## src/rtl/uart_tx8.sv

```systemverilog
// 8N1 UART transmitter with a one-byte holding register so back-to-back frames
// leave the line with no idle bit between them.
module uart_tx8 #(
  parameter int unsigned CLOCK_RATE = 12000000,
  parameter int unsigned BAUD_RATE  = 9600
) (
  input  logic       clk,
  input  logic       reset,
  input  logic       txEn,
  input  logic       txStart,
  input  logic [7:0] txIn,
  output logic       txReady,
  output logic       txBusy,
  output logic       txDone,
  output logic       txOut
);

  localparam int unsigned CLKS_PER_BIT = CLOCK_RATE / BAUD_RATE;
  localparam int unsigned CNT_W        = (CLKS_PER_BIT > 1) ? $clog2(CLKS_PER_BIT) : 1;
  localparam logic [CNT_W-1:0] CNT_LAST = CNT_W'(CLKS_PER_BIT - 1);

  typedef enum logic [1:0] {
    IDLE  = 2'd0,
    START = 2'd1,
    DATA  = 2'd2,
    STOP  = 2'd3
  } txStateT;

  txStateT          state;
  logic [7:0]       holdReg;
  logic [7:0]       shiftReg;
  logic [2:0]       bitIdx;
  logic [CNT_W-1:0] baudCnt;

  logic holdFull;
  logic lastTick;
  logic loadNow;

  // txReady is the registered inverse of the holding-register-full flag.
  assign holdFull = ~txReady;
  assign lastTick = (baudCnt == CNT_LAST);
  assign loadNow  = holdFull & txEn;

  always_ff @(posedge clk or posedge reset) begin
    if (reset) begin
      state    <= IDLE;
      holdReg  <= 8'h00;
      shiftReg <= 8'h00;
      bitIdx   <= 3'd0;
      baudCnt  <= '0;
      txReady  <= 1'b1;
      txBusy   <= 1'b0;
      txDone   <= 1'b0;
      txOut    <= 1'b1;
    end else begin
      txDone <= 1'b0;

      // Accept and hold->shift transfer are mutually exclusive: one needs txReady, the other !txReady.
      if (txStart && txReady) begin
        holdReg <= txIn;
        txReady <= 1'b0;
      end

      case (state)
        IDLE: begin
          txOut   <= 1'b1;
          txBusy  <= 1'b0;
          baudCnt <= '0;
          if (loadNow) begin
            shiftReg <= holdReg;
            txReady  <= 1'b1;
            state    <= START;
            txOut    <= 1'b0;
            txBusy   <= 1'b1;
          end
        end

        START: begin
          if (lastTick) begin
            baudCnt <= '0;
            bitIdx  <= 3'd0;
            state   <= DATA;
            txOut   <= shiftReg[0];
          end else begin
            baudCnt <= baudCnt + CNT_W'(1);
          end
        end

        DATA: begin
          if (lastTick) begin
            baudCnt <= '0;
            if (bitIdx == 3'd7) begin
              state <= STOP;
              txOut <= 1'b1;
            end else begin
              bitIdx <= bitIdx + 3'd1;
              txOut  <= shiftReg[bitIdx + 3'd1];
            end
          end else begin
            baudCnt <= baudCnt + CNT_W'(1);
          end
        end

        STOP: begin
          if (lastTick) begin
            baudCnt <= '0;
            txDone  <= 1'b1;
            // A queued byte starts on the same edge, so no idle bit separates the frames.
            if (loadNow) begin
              shiftReg <= holdReg;
              txReady  <= 1'b1;
              state    <= START;
              txOut    <= 1'b0;
            end else begin
              state  <= IDLE;
              txBusy <= 1'b0;
            end
          end else begin
            baudCnt <= baudCnt + CNT_W'(1);
          end
        end

        default: begin
          state   <= IDLE;
          baudCnt <= '0;
          txOut   <= 1'b1;
          txBusy  <= 1'b0;
        end
      endcase
    end
  end

endmodule

```

## config.mk

```make
export PLATFORM = sky130hd
export DESIGN_NAME = uart_tx8
export DESIGN_NICKNAME = d
export VERILOG_FILES = /design/src/rtl/uart_tx8.sv
export SDC_FILE = /design/constraint.sdc
export NUM_CORES = 1
export LEC_CHECK = 0
export ABC_CLOCK_PERIOD_IN_PS = 1930
export BUFFER_PORTS_ARGS = -buffer_cell sky130_fd_sc_hd__buf_2
export CAP_MARGIN = 20
export CORE_MARGIN = 3
export CORE_UTILIZATION = 58
export DETAILED_ROUTE_END_ITERATION = 12
export MAX_ROUTING_LAYER = met4
export PLACE_DENSITY = 0.76
export SYNTH_ARGS = -nofsm -noshare
export SYNTH_HDL_FRONTEND = slang
export SYNTH_SLANG_ARGS = --single-unit
```

## constraint.sdc

```tcl
create_clock -name clk -period 1.93 [get_ports clk]
set_clock_uncertainty 0.05 [all_clocks]
set_input_delay 0.4825 -clock clk [delete_from_list [all_inputs] [get_ports clk]]
set_output_delay 0.4825 -clock clk [all_outputs]
set_load 0.02 [all_outputs]
```

== Yosys cells after proc, flatten, opt, wreduce, memory -nomap -nowiden ==
Index checks and enable logic that the tools add are counted.

* Add/subtract/negate cells: 2
* Magnitude comparators: 1
* Eq/ne operators: 13
* Mux-type cells: 35
* Bitwise logic cells: 2
* Reductions and logical operators: 10

{| class="wikitable"
|+ Operators by type and width
! cell !! number
|-
| $pmux 11 s2 || 1
|-
| $mux 1 || 16
|-
| $mux 8 || 2
|-
| $ne 2x2->1 const B || 8
|-
| $pmux 8 s2 || 1
|-
| $add 11x1->11 const B || 1
|-
| $eq 11x11->1 const B || 1
|-
| $mux 11 || 1
|-
| $mux 2 || 5
|-
| $mux 3 || 3
|-
| $pmux 2 s4 || 1
|-
| $reduce_and 4->1 || 2
|-
| $pmux 3 s2 || 1
|-
| $reduce_and 5->1 || 1
|-
| $eq 2x2->1 const B || 2
|-
| $lt 3x4->1 const B || 1
|-
| $pmux 1 s2 || 2
|-
| $pmux 1 s4 || 1
|-
| $reduce_bool 2->1 || 2
|-
| $add 3x1->3 const B || 1
|-
| $bmux 1 s3 || 1
|-
| $eq 3x3->1 const B || 1
|-
| $reduce_and 3->1 || 1
|-
| $reduce_or 3->1 || 1
|-
| other kinds (6) || 6
|}

* Flip-flop bits (word level): 36
* Input port bits: 12
* Output and inout port bits: 4
* Word-level logic and storage cells: 72

== Logic depth before layout (Yosys ltp) ==
* Depth in word-level cells: 6
* Depth in mapped cells: 7

== Worst setup path before layout ==
No wires, ideal clock.

* Path type: flip-flop to flip-flop
* Start: register baudCnt[1]
* End: register shiftReg[0]
* Library setup time: 0.125 ns
* Arrival time: 1.557 ns
* Data required time: 1.755 ns
* Setup slack: 0.198 ns
* Stages on the path, launching flop included: 7
* Buffers on the path: 0
* Path through: dfrtp_1 -> inv_1 -> ha_1 -> and4bb_2 -> nand4bb_1 -> a21oi_4 -> mux2_2

* Longest elaborated chain between the ends: 3

{| class="wikitable"
|+ Ends and longest elaborated chain
! item !! RTL line !! source
|-
| from (decl) || 33 || <nowiki>logic [CNT_W-1:0] baudCnt;</nowiki>
|-
| from (signal assigned) || 85 || <nowiki>baudCnt <= baudCnt + CNT_W'(1);</nowiki>
|-
| from (signal assigned) || 100 || <nowiki>baudCnt <= baudCnt + CNT_W'(1);</nowiki>
|-
| from (signal assigned) || 119 || <nowiki>baudCnt <= baudCnt + CNT_W'(1);</nowiki>
|-
| $eq 11x11->1 || 41 || <nowiki>assign lastTick = (baudCnt == CNT_LAST);</nowiki>
|-
| $ne 2x2->1 (no line) || - ||
|-
| $reduce_and 2->1 (no line) || - ||
|-
| to (signal assigned) || 70 || <nowiki>shiftReg <= holdReg;</nowiki>
|-
| to (signal assigned) || 110 || <nowiki>shiftReg <= holdReg;</nowiki>
|-
| to (decl) || 31 || <nowiki>logic [7:0] shiftReg;</nowiki>
|}

Every way passes these cells.
A chain may end at the register's enable or synchronous reset.

== Final worst setup path ==
* Start: register baudCnt[4]
* End: register state[1]

* Longest elaborated chain between the ends: 3
* Elaborated cells on any way between the ends: 5

{| class="wikitable"
|+ Ends and longest elaborated chain
! item !! RTL line !! source
|-
| $eq 11x11->1 * || 41 ||
|-
| $ne 2x2->1 (no line) || - ||
|-
| $reduce_and 5->1 (no line) * || - ||
|-
| to (signal assigned) || 46 || <nowiki>state <= IDLE;</nowiki>
|-
| to (signal assigned) || 72 || <nowiki>state <= START;</nowiki>
|-
| to (signal assigned) || 82 || <nowiki>state <= DATA;</nowiki>
|-
| to (decl) || 29 || <nowiki>txStateT state;</nowiki>
|}

Every way passes the cells marked *; elsewhere a longest branch is shown, timed or not.

==> results.json <==
{
  "status": "finished, final reports clean",
  "ys_seq_area_share_pct": 49.7,
  "crit_fanout": 6,
  "layout_setup_ws_ns": 0.0496,
  "fin_nets": 209,
  "critPathKind": "reg -> reg",
  "clk_path_buf_depth": 2,
  "maxCapViolations": 0,
  "post-route-min-period_ns": 1.88,
  "hp-class": "in -> async",
  "p_leak_nw": 1.01,
  "critPathSlowestCell": "dfrtp_2",
  "irDropWorstVdd_v": 0.000867,
  "cts.clk_slew.worst_paths_ns": 0.12,
  "antenna_cells": 0,
  "syn_nets": 180,
  "detail_route.wl_per_cell_um": 15.2,
  "async_flop_share_pct": 100,
  "drc": 0,
  "rows": 19,
  "vias": 1290,
  "tritoncts": "built",
  "drive_gt1_share_pct": 32.1,
  "antenna_found_initial": 0,
  "drt.antenna.violating_nets": 0,
  "dp_slack_ns": 0.0611,
  "cts.sinks": 36,
  "gp_congestion": 0.899,
  "ios": 16,
  "grt_overflow": 0,
  "fin_tns_setup_ns": 0,
  "dpl.hpwl_um": 2330,
  "viasPerCell": 5.56,
  "syn_inst": 160,
  "grt_pass1_wl_um": 5710,
  "die_x_um": 62.0,
  "synth_edf_count": 0,
  "fmax_mhz": 532,
  "worstSetupEndpointType": "flop",
  "worstPathRequired_ns": 2.12,
  "fin_total_pwr_w": 0.00313,
  "clockRootBuffer": "clkbuf_4",
  "die-area_um2": 3840,
  "start_util_pct": 63.2,
  "synth.cell_area_um2": 1820,
  "rr_worst_depth": 4,
  "dr.pass1.iters": 4,
  "ys.flop_type": "dfrtp_1",
  "worstPathCellList": "nor4b_4 > and3b_2 > o21a_1 > mux2_2",
  "final_max_slew_viol_count": 0,
  "critPathLaunchType": "flop",
  "grt_max_degree": 37,
  "tightest_slew_ns": 0.438,
  "yosysUniqueCellTypes": 39,
  "ys_warn_count": 0,
  "grtUsageTotal_pct": 21.8,
  "arrival_ns": 2.07,
  "wirelength_um": 3520,
  "finalHoldViolations": 0,
  "worstSkewPairLatency_ns": 0.35,
  "first_iter_violations": 70,
  "cts_made_buffers": 5,
  "p_per_area_nw_per_um2": 1450,
  "max-slew-margin-rel_pct": 70.8,
  "finalSetupViolCount": 0,
  "core_um2": 2880,
  "grt_pass1_vias": 1295,
  "ctsHtreeMaxLevel": 2,
  "dieHeight_um": 62.0,
  "min_period_over_period_pct": 97.4,
  "areaGrowthSynthToFinish_pct": 18.5,
  "synth_seq_cells": 36,
  "numPortBuffers": 15,
  "cpPeakStageDelay_ns": 0.47,
  "synth_area_per_cell_um2": 11.4
}
[critical path, delay by kind of cell (launching register included)]
| family | cells | cell delay (ns) |
|---|---|---|
| simple gates | 2 | 0.71 |
| mux | 1 | 0.35 |
| compound gates | 1 | 0.20 |
| flops | 1 | 0.47 |
[Yosys cell counts (2+ instances only)]
master	number	area, um2
o21ai_0	6	30.0
xnor2_1	4	35.0
mux2_2	18	203
dfrtp_1	34	851
a22o_1	3	26.3
inv_1	6	22.5
nor3_1	3	15.0
mux2i_1	3	30.0
nand2b_1	5	31.3
xor2_1	5	43.8
a21oi_1	2	10.0
nand4_1	4	25.0
nand2_1	12	45.0
nor2_1	17	63.8
nor2b_1	4	25.0
dfstp_2	2	52.6
nand3_1	2	10.0
o21a_1	2	15.0
ha_1	8	100
[cells by family (layout without fill, tap and decap cells)]
family	Yosys count	in the layout	share of synthesized area [%]
simple gates	55	55	16.5
flops	36	36	49.7
compound gates	23	23	9.49
mux	21	21	12.8
xor+xnor	9	9	4.33
fa+ha+maj	8	8	5.50
buf+inv	8	38	1.72
[through the flow]
step	utilization [%]	instance area (um2)	hold WS (ns)	std cells
finish	74.9	2160	0.156	232
global route	74.9	2160	0.185	232
CTS	73.7	2120	0.155	228
detailed placement	68.7	1980	0.420	220
global placement	68.7	1980	0.419	220
floorplan	-	1820	0.422	160
[cells in the final DEF (no fill, tap or decap), types with 6 or more instances in the layout]
cell type  instances
dfrtp_1           33
mux2_2            18
nor2_1            17
buf_2             15
nand2_1           12
buf_4              9
ha_1               7
inv_1              6
o21ai_0            6
[registers in the layout, summed over array words and instances (netlist names)]
signal / cells
txOut: 1
shiftReg: 8
txDone: 1
state: 2
txReady: 1
baudCnt: 11
bitIdx: 3
txBusy: 1
holdReg: 8
[report_power, final]
| group | leakage [nW] | switching (W) | internal, W |
|---|---|---|---|
| Clock | 0.0654 | 0.000262 | 0.000533 |
| Sequential | 0.455 | 0.000192 | 0.00103 |
| Combinational | 0.488 | 0.000544 | 0.000577 |
[worst paths after layout]
check	startpoint	to	slack [ns]
hold reg to reg	txOut$_DFFE_PP1P_	txOut$_DFFE_PP1P_	0.44
max in group asynchronous	reset	txReady$_DFF_PP1_	1.33
setup reg to reg	baudCnt[4]$_DFF_PP0_	state[1]$_DFFE_PP0P_	0.05
hold / removal	reset	shiftReg[0]$_DFFE_PP0P_	0.16
setup / recovery	baudCnt[4]$_DFF_PP0_	state[1]$_DFFE_PP0P_	0.05
min in group clk	txIn[6]	holdReg[6]$_DFFE_PP0P_	0.30
[final cells by class]
cell class | count | area [um2]
Clock buffer | 5 | 37.5
Timing Repair Buffer | 24 | 143
Sequential cell | 36 | 905
Multi-Input combinational cell | 116 | 906
Tap cell | 42 | 52.6
Fill cell | 204 | 721
Inverter | 6 | 22.5
Clock inverter | 3 | 90.1
[repair_timing]
| item | in CTS | in global routing |
|---|---|---|
| resized for setup | 1 | 3 |
| pin swaps | 1 | 2 |
| hold buffers | 0 | 0 |
| gates cloned | 0 | 0 |
| setup endpoints to repair | 8 | 20 |
| buffers inserted | 0 | 4 |
[routing by layer]
metal,share of wire [%],global-route usage [%],vias to the layer above
li1,-,-,623
met4,2.9,9.70,0
met3,3.6,6.20,11
met1,44,25.2,625
met2,49,35.2,31
met5,0,-,-
No activity file was read; power rests on OpenSTA's default activity.
